`src/rtl/instr_fetch_unit.sv`:
```
// Instruction fetch stage: 2**ADDR_W-entry program memory, PC, one-deep read pipeline
// and a small prefetch FIFO feeding the decoder over valid/ready.
module instr_fetch_unit #(
    parameter int ADDR_W   = 4,
    parameter int INS_W    = 8,
    parameter int DEPTH    = 2,
    parameter int RESET_PC = 0,
    parameter logic [INS_W-1:0] HALT_OP = 8'hFF
) (
    input  logic              clk,
    input  logic              rst,
    input  logic              prog_we,
    input  logic [ADDR_W-1:0] prog_addr,
    input  logic [INS_W-1:0]  prog_data,
    input  logic              run,
    input  logic              redirect_valid,
    input  logic [ADDR_W-1:0] redirect_pc,
    output logic              ins_valid,
    input  logic              ins_ready,
    output logic [INS_W-1:0]  ins_out,
    output logic [ADDR_W-1:0] ins_pc,
    output logic [ADDR_W-1:0] fetch_pc,
    output logic              halted
);

    localparam int MEM_D = 1 << ADDR_W;
    localparam int PTR_W = (DEPTH > 1) ? $clog2(DEPTH) : 1;
    localparam int CNT_W = $clog2(DEPTH + 1);

    typedef struct packed {
        logic [INS_W-1:0]  ins;
        logic [ADDR_W-1:0] pc;
    } fetch_rsp_t;

    logic [INS_W-1:0]  mem [MEM_D];
    logic [INS_W-1:0]  rd_data;
    logic [ADDR_W-1:0] rd_addr;
    logic              inflight;
    fetch_rsp_t        fifo_q [DEPTH];
    logic [PTR_W-1:0]  rd_ptr, wr_ptr;
    logic [CNT_W-1:0]  count;
    logic [CNT_W:0]    occ;
    logic              pop, push, halt_hit, issue;

    function automatic logic [PTR_W-1:0] ptr_inc(input logic [PTR_W-1:0] p);
        return (p == PTR_W'(DEPTH - 1)) ? '0 : p + 1'b1;
    endfunction

    // Occupancy counts the in-flight read so a returning word always has a slot.
    always_comb begin
        pop      = ins_valid & ins_ready;
        push     = inflight & ~redirect_valid;
        halt_hit = push & (rd_data == HALT_OP);
        occ      = {1'b0, count} + (CNT_W+1)'(inflight) - (CNT_W+1)'(pop);
        issue    = run & ~halted & ~halt_hit & ~redirect_valid & (occ < (CNT_W+1)'(DEPTH));
    end

    // Storage without reset: memory, read register and FIFO payload.
    always_ff @(posedge clk) begin
        if (prog_we)
            mem[prog_addr] <= prog_data;
        if (issue) begin
            rd_data <= mem[fetch_pc];
            rd_addr <= fetch_pc;
        end
        if (push && !rst)
            fifo_q[wr_ptr] <= '{ins: rd_data, pc: rd_addr};
    end

    always_ff @(posedge clk) begin
        if (rst) begin
            fetch_pc <= ADDR_W'(RESET_PC);
            inflight <= 1'b0;
            halted   <= 1'b0;
            count    <= '0;
            rd_ptr   <= '0;
            wr_ptr   <= '0;
        end else if (redirect_valid) begin
            fetch_pc <= redirect_pc;
            inflight <= 1'b0;
            halted   <= 1'b0;
            count    <= '0;
            rd_ptr   <= '0;
            wr_ptr   <= '0;
        end else begin
            inflight <= issue;
            if (issue)
                fetch_pc <= fetch_pc + 1'b1;
            if (halt_hit)
                halted <= 1'b1;
            if (push)
                wr_ptr <= ptr_inc(wr_ptr);
            if (pop)
                rd_ptr <= ptr_inc(rd_ptr);
            case ({push, pop})
                2'b10:   count <= count + 1'b1;
                2'b01:   count <= count - 1'b1;
                default: ;
            endcase
        end
    end

    always_comb begin
        ins_valid = (count != '0);
        ins_out   = ins_valid ? fifo_q[rd_ptr].ins : '0;
        ins_pc    = ins_valid ? fifo_q[rd_ptr].pc  : '0;
    end

endmodule

```
`config.mk`:
```
export PLATFORM = sky130hd
export DESIGN_NAME = instr_fetch_unit
export DESIGN_NICKNAME = d
export VERILOG_FILES = /design/src/rtl/instr_fetch_unit.sv
export SDC_FILE = /design/constraint.sdc
export NUM_CORES = 1
export LEC_CHECK = 0
export CORE_AREA = 3 3 114 116
export DETAILED_ROUTE_END_ITERATION = 12
export DIE_AREA = 0 0 117 119
export GPL_TIMING_DRIVEN = 0
export PLACE_DENSITY = 0.76
export SLEW_MARGIN = 20
export SYNTH_ARGS = -nofsm -noshare
export SYNTH_HDL_FRONTEND = slang
export SYNTH_SLANG_ARGS = --single-unit
```
`constraint.sdc`:
```
create_clock -name clk -period 6.9 [get_ports clk]
set_input_delay 1.38 -clock clk [delete_from_list [all_inputs] [get_ports clk]]
set_output_delay 1.38 -clock clk [all_outputs]
set_load 0.1 [all_outputs]
```
After elaboration in Yosys (flattened, before gate mapping):

Memories as Yosys holds them, arrays and structs flattened. A register that Yosys moved wholly into a read port is not among the register bits.
Cells that the tools add are included.

* add/sub/neg operators: 7
* bitwise logic cells: 10
* order comparisons: 1
* reduce and logical (&&, ||, !) cells: 6
* multiplexer cells: 13
* equal/unequal tests: 3

Operator list (number)
* 2-to-1 mux 4 bit: 3
* == test 8 bit (second input constant): 1
* 2-to-1 mux 1 bit: 8
* 2-to-1 mux 8 bit: 1
* AND 1 bit: 7
* nonzero test 2 bit: 3
* adder 4 x 1 -> 4 bit (second input constant): 1
* case mux 2 bit (2 select lines): 1
* adder 2 x 1 -> 3 bit: 1
* < comparator 3 x 2 -> 1 bit (second input constant): 1
* inverter 1 bit: 3
* subtractor 3 x 1 -> 3 bit: 1
* adder 1 bit (second input constant): 2
* adder 2 x 1 -> 2 bit (second input constant): 1
* == test 2 x 1 -> 1 bit (second input constant): 1
* == test 2 bit (second input constant): 1
* OR reduction 2 bit: 1
* subtractor 2 x 1 -> 2 bit (second input constant): 1
* logical AND 1 bit: 1
* logical NOT 1 bit: 1

* input port bits: 22
* output and inout bits: 18
* RAM bits: 152
* bits in registers: 14
* logic and storage cells: 49
* memories: 2

Memory list
* mem: depth 16, width 8, rd ports 1, clocked after Yosys merged registers in 1, wr ports 1, line 35 `logic [INS_W-1:0] mem [MEM_D];`
* fifo_q: depth 2, width 12, rd ports 1, clocked after Yosys merged registers in 1, wr ports 1, line 39 `fetch_rsp_t fifo_q [DEPTH];`

Logic depth before layout (Yosys ltp):

* depth after elaboration: 9
* gate-level depth with buffers: 8
* gate-level depth less buffers: 8

Least setup slack after synthesis:

Ideal clock, no wire load.

* kind: flip-flop to output port
* start: register (tool-made name)
* end: output ins_out[0]
* data required time: 5.520 ns
* stages on the path, launching flop included: 4
* slack: 3.293 ns
* path buffers: 1
* arrival time: 2.227 ns
* cell sequence: dfxtp_1 buf_1 mux2i_1 nor2_1

RTL lines
* end: declaration: line 20 `output logic [INS_W-1:0] ins_out,`

==> impl_metrics.py <==
metrics = {
    "outcome": {
        "status": "completed",
    },
    "logic_synthesis": {
        "synth.distinct_cells": 39,
        "synth_area_um2": 6860,
        "async_reset_ff_share_pct": 0,
        "avgSynthCellArea_um2": 20.7,
        "synth-edff-count": 164,
        "synth_nets": 355,
        "syn_inst": 331,
        "ys.flop_type": "edfxtp_1",
        "ys_warn_count": 0,
        "ys_ff_latch": 175,
        "ys_seq_area_share_pct": 75.0,
    },
    "critical_path": {
        "worstSetupPathType": "flip-flop to output pin",
        "crit_cells": 4,
        "critPathSlowestCell": "clkdlybuf4s50_1",
        "r2r-start": "count[1]",
        "ff2ff_path_depth": 8,
        "cp_num_buf_inv": 2,
        "cp-end-kind": "output pin",
        "crit_family": "buffers and inverters",
        "worstPathCellList": "buf_1 > mux2i_1 > nor2_1 > clkdlybuf4s50_1",
        "required_ns": 5.52,
        "crit_path_start_kind": "flip-flop",
        "crit_path_max_fanout": 10,
        "worst-endpoint-arrival_ns": 2.80,
        "slowest_delay_ns": 1.14,
    },
    "route": {
        "drt-initial-drc-count": 243,
        "wl_per_cell_um": 23.2,
        "drc_errors": 0,
        "postRouteAntennaNets": 0,
        "dr.pass1.iters": 5,
        "dr_total_vias": 3349,
        "wl_mm": 12.7,
        "vias_per_cell": 6.09,
    },
    "worst_hold_path": {
        "holdPathStages": 0,
        "hold_class": "flip-flop to flip-flop",
        "hold_path.startpoint": "rd_addr[3]",
    },
    "cells_and_area": {
        "layout_common_cells": "164 x edfxtp_1, 39 x clkdlybuf4s50_1, 32 x nor2_1, 25 x mux4_1, 17 x clkbuf_16",
        "fill_cells": 776,
        "final_common_cell": "edfxtp_1",
        "diodes": 0,
        "layout-drive-gt1-share_pct": 15.1,
        "area_delta_synth_final_pct": 18.4,
        "fin_util_pct": 67.6,
        "fin_nets": 414,
    },
    "floorplanning": {
        "std_cell_rows": 40,
        "die-area_um2": 13900,
        "core_area_um2": 12000,
        "start_util_pct": 57.1,
        "dieHeight_um": 119,
        "die_w_um": 117,
        "pin_count": 40,
    },
    "timing": {
        "hold_viol": 0,
        "slew_headroom_pct": 31.7,
        "rsz0062_at_grt": "no",
        "worst_pin_slew_ns": 1.02,
        "slew_viol_final": 0,
        "post-route-min-period_ns": 4.18,
        "setup_tns_ns": 0,
        "timing.fmax_ghz": 0.239,
        "setup_viol": 0,
        "fin_skew_ns": 0.00684,
        "post-route-period-util_pct": 60.6,
        "setup_slack_ns": 2.72,
    },
    "place": {
        "post-place-ws_ns": 2.55,
        "place_congestion": 0.744,
        "hpwl_mm": 8.22,
        "port_buffers": 39,
    },
    "cts": {
        "root_buffer": "clkbuf_16",
        "cts_made_buffers": 17,
        "cts_tree": "built",
        "cts_buffer_depth": 2,
        "cts_resized": 0,
        "htreeDepth": 4,
        "cts_setup_buffers": 0,
        "clk_pin_slew_worst_paths_ns": 0.06,
        "hold_buffers": 0,
        "cts_sinks": 175,
        "clock_latency_ns": 0.42,
    },
    "global_routing": {
        "antenna_found_initial": 0,
        "grt_pass1_vias": 3466,
        "overflow": 0,
        "grt_usage_pct": 19.9,
        "grt_pass1_wl_mm": 19.9,
        "grt_max_degree": 17,
    },
    "power": {
        "power_density_nw_per_um2": 292,
        "power.leakage_nw": 2.61,
        "vdd_ir_drop_max_mv": 0.201,
    },
    "job": {
        "cap_violations": 0,
    },
}
[layer usage]
layer	track usage, %	vias up	part of all wire, %
met4	7.53	0	2.0
met2	32.5	132	52
met3	4.73	21	5.2
li1	-	1505	-
met5	0	-	0
met1	26.1	1691	41
[Yosys cell counts (3+ instances only)]
cell	instances	share of area [%]
nand2_1	4	0.22
mux2i_1	13	1.9
o31a_1	3	0.38
buf_6	4	0.66
mux4_2	15	4.9
nor2_1	32	1.8
a2111oi_0	3	0.38
dfxtp_1	11	3.2
nand3_1	3	0.22
inv_1	7	0.38
mux4_1	25	9.6
nor3_1	5	0.36
edfxtp_1	164	72
clkbuf_1	9	0.49
o21ai_0	3	0.22
[per-stage QoR]
stage	hold WS, ns	area, um^2	std cells	total power, mW
floorplan	0.421	6860	331	1.30
global placement	0.425	7440	517	1.36
detailed placement	0.430	7480	518	1.36
CTS	0.463	8130	550	2.38
global route	0.472	8130	550	2.44
finish	0.459	8130	550	2.37
[cell families after synthesis]
family                   after synthesis  share of synthesized area (%)
AO/OA/AOI/OAI                         16                           1.77
multiplexers                          53                           16.4
flip-flops                           175                           75.0
AND/OR/NAND/NOR                       60                           4.34
buffers and inverters                 22                           1.66
XOR/XNOR                               3                          0.383
adder cells (fa/ha/maj)                2                          0.474
[final timing paths]
path / to / slack, ns
max reg2reg: fetch_pc[0] / 3.89
min: fifo_q[1][3] / 0.46
max: ins_out[0] / 2.72
min reg2reg: fifo_q[1][3] / 0.46
[flip-flops by register name, summed over array words and instances (netlist names), named ones only]
register,flops
fifo_q,24
rd_addr,4
rd_data,8
inflight,1
rd_ptr,1
halted,1
wr_ptr,1
mem,128
fetch_pc,4
count,2
[power breakdown]
part	switching [mW]	internal, mW
Combinational	0.0835	0.0619
Sequential	0.00890	1.19
Clock	0.389	0.643
Total	0.481	1.89
[cell type report]
type / instances / area [um^2] / share of cell area, %
timing repair buffer: 40 / 398 / 4.90
inverter: 7 / 26.3 / 0.323
sequential: 175 / 5140 / 63.3
buffer: 15 / 87.6 / 1.08
tap: 147 / 184 / 2.26
clock inverter: 14 / 213 / 2.62
multi-input combinational: 134 / 1640 / 20.2
clock buffer: 18 / 429 / 5.28
Power figures use the tool's default switching activity.
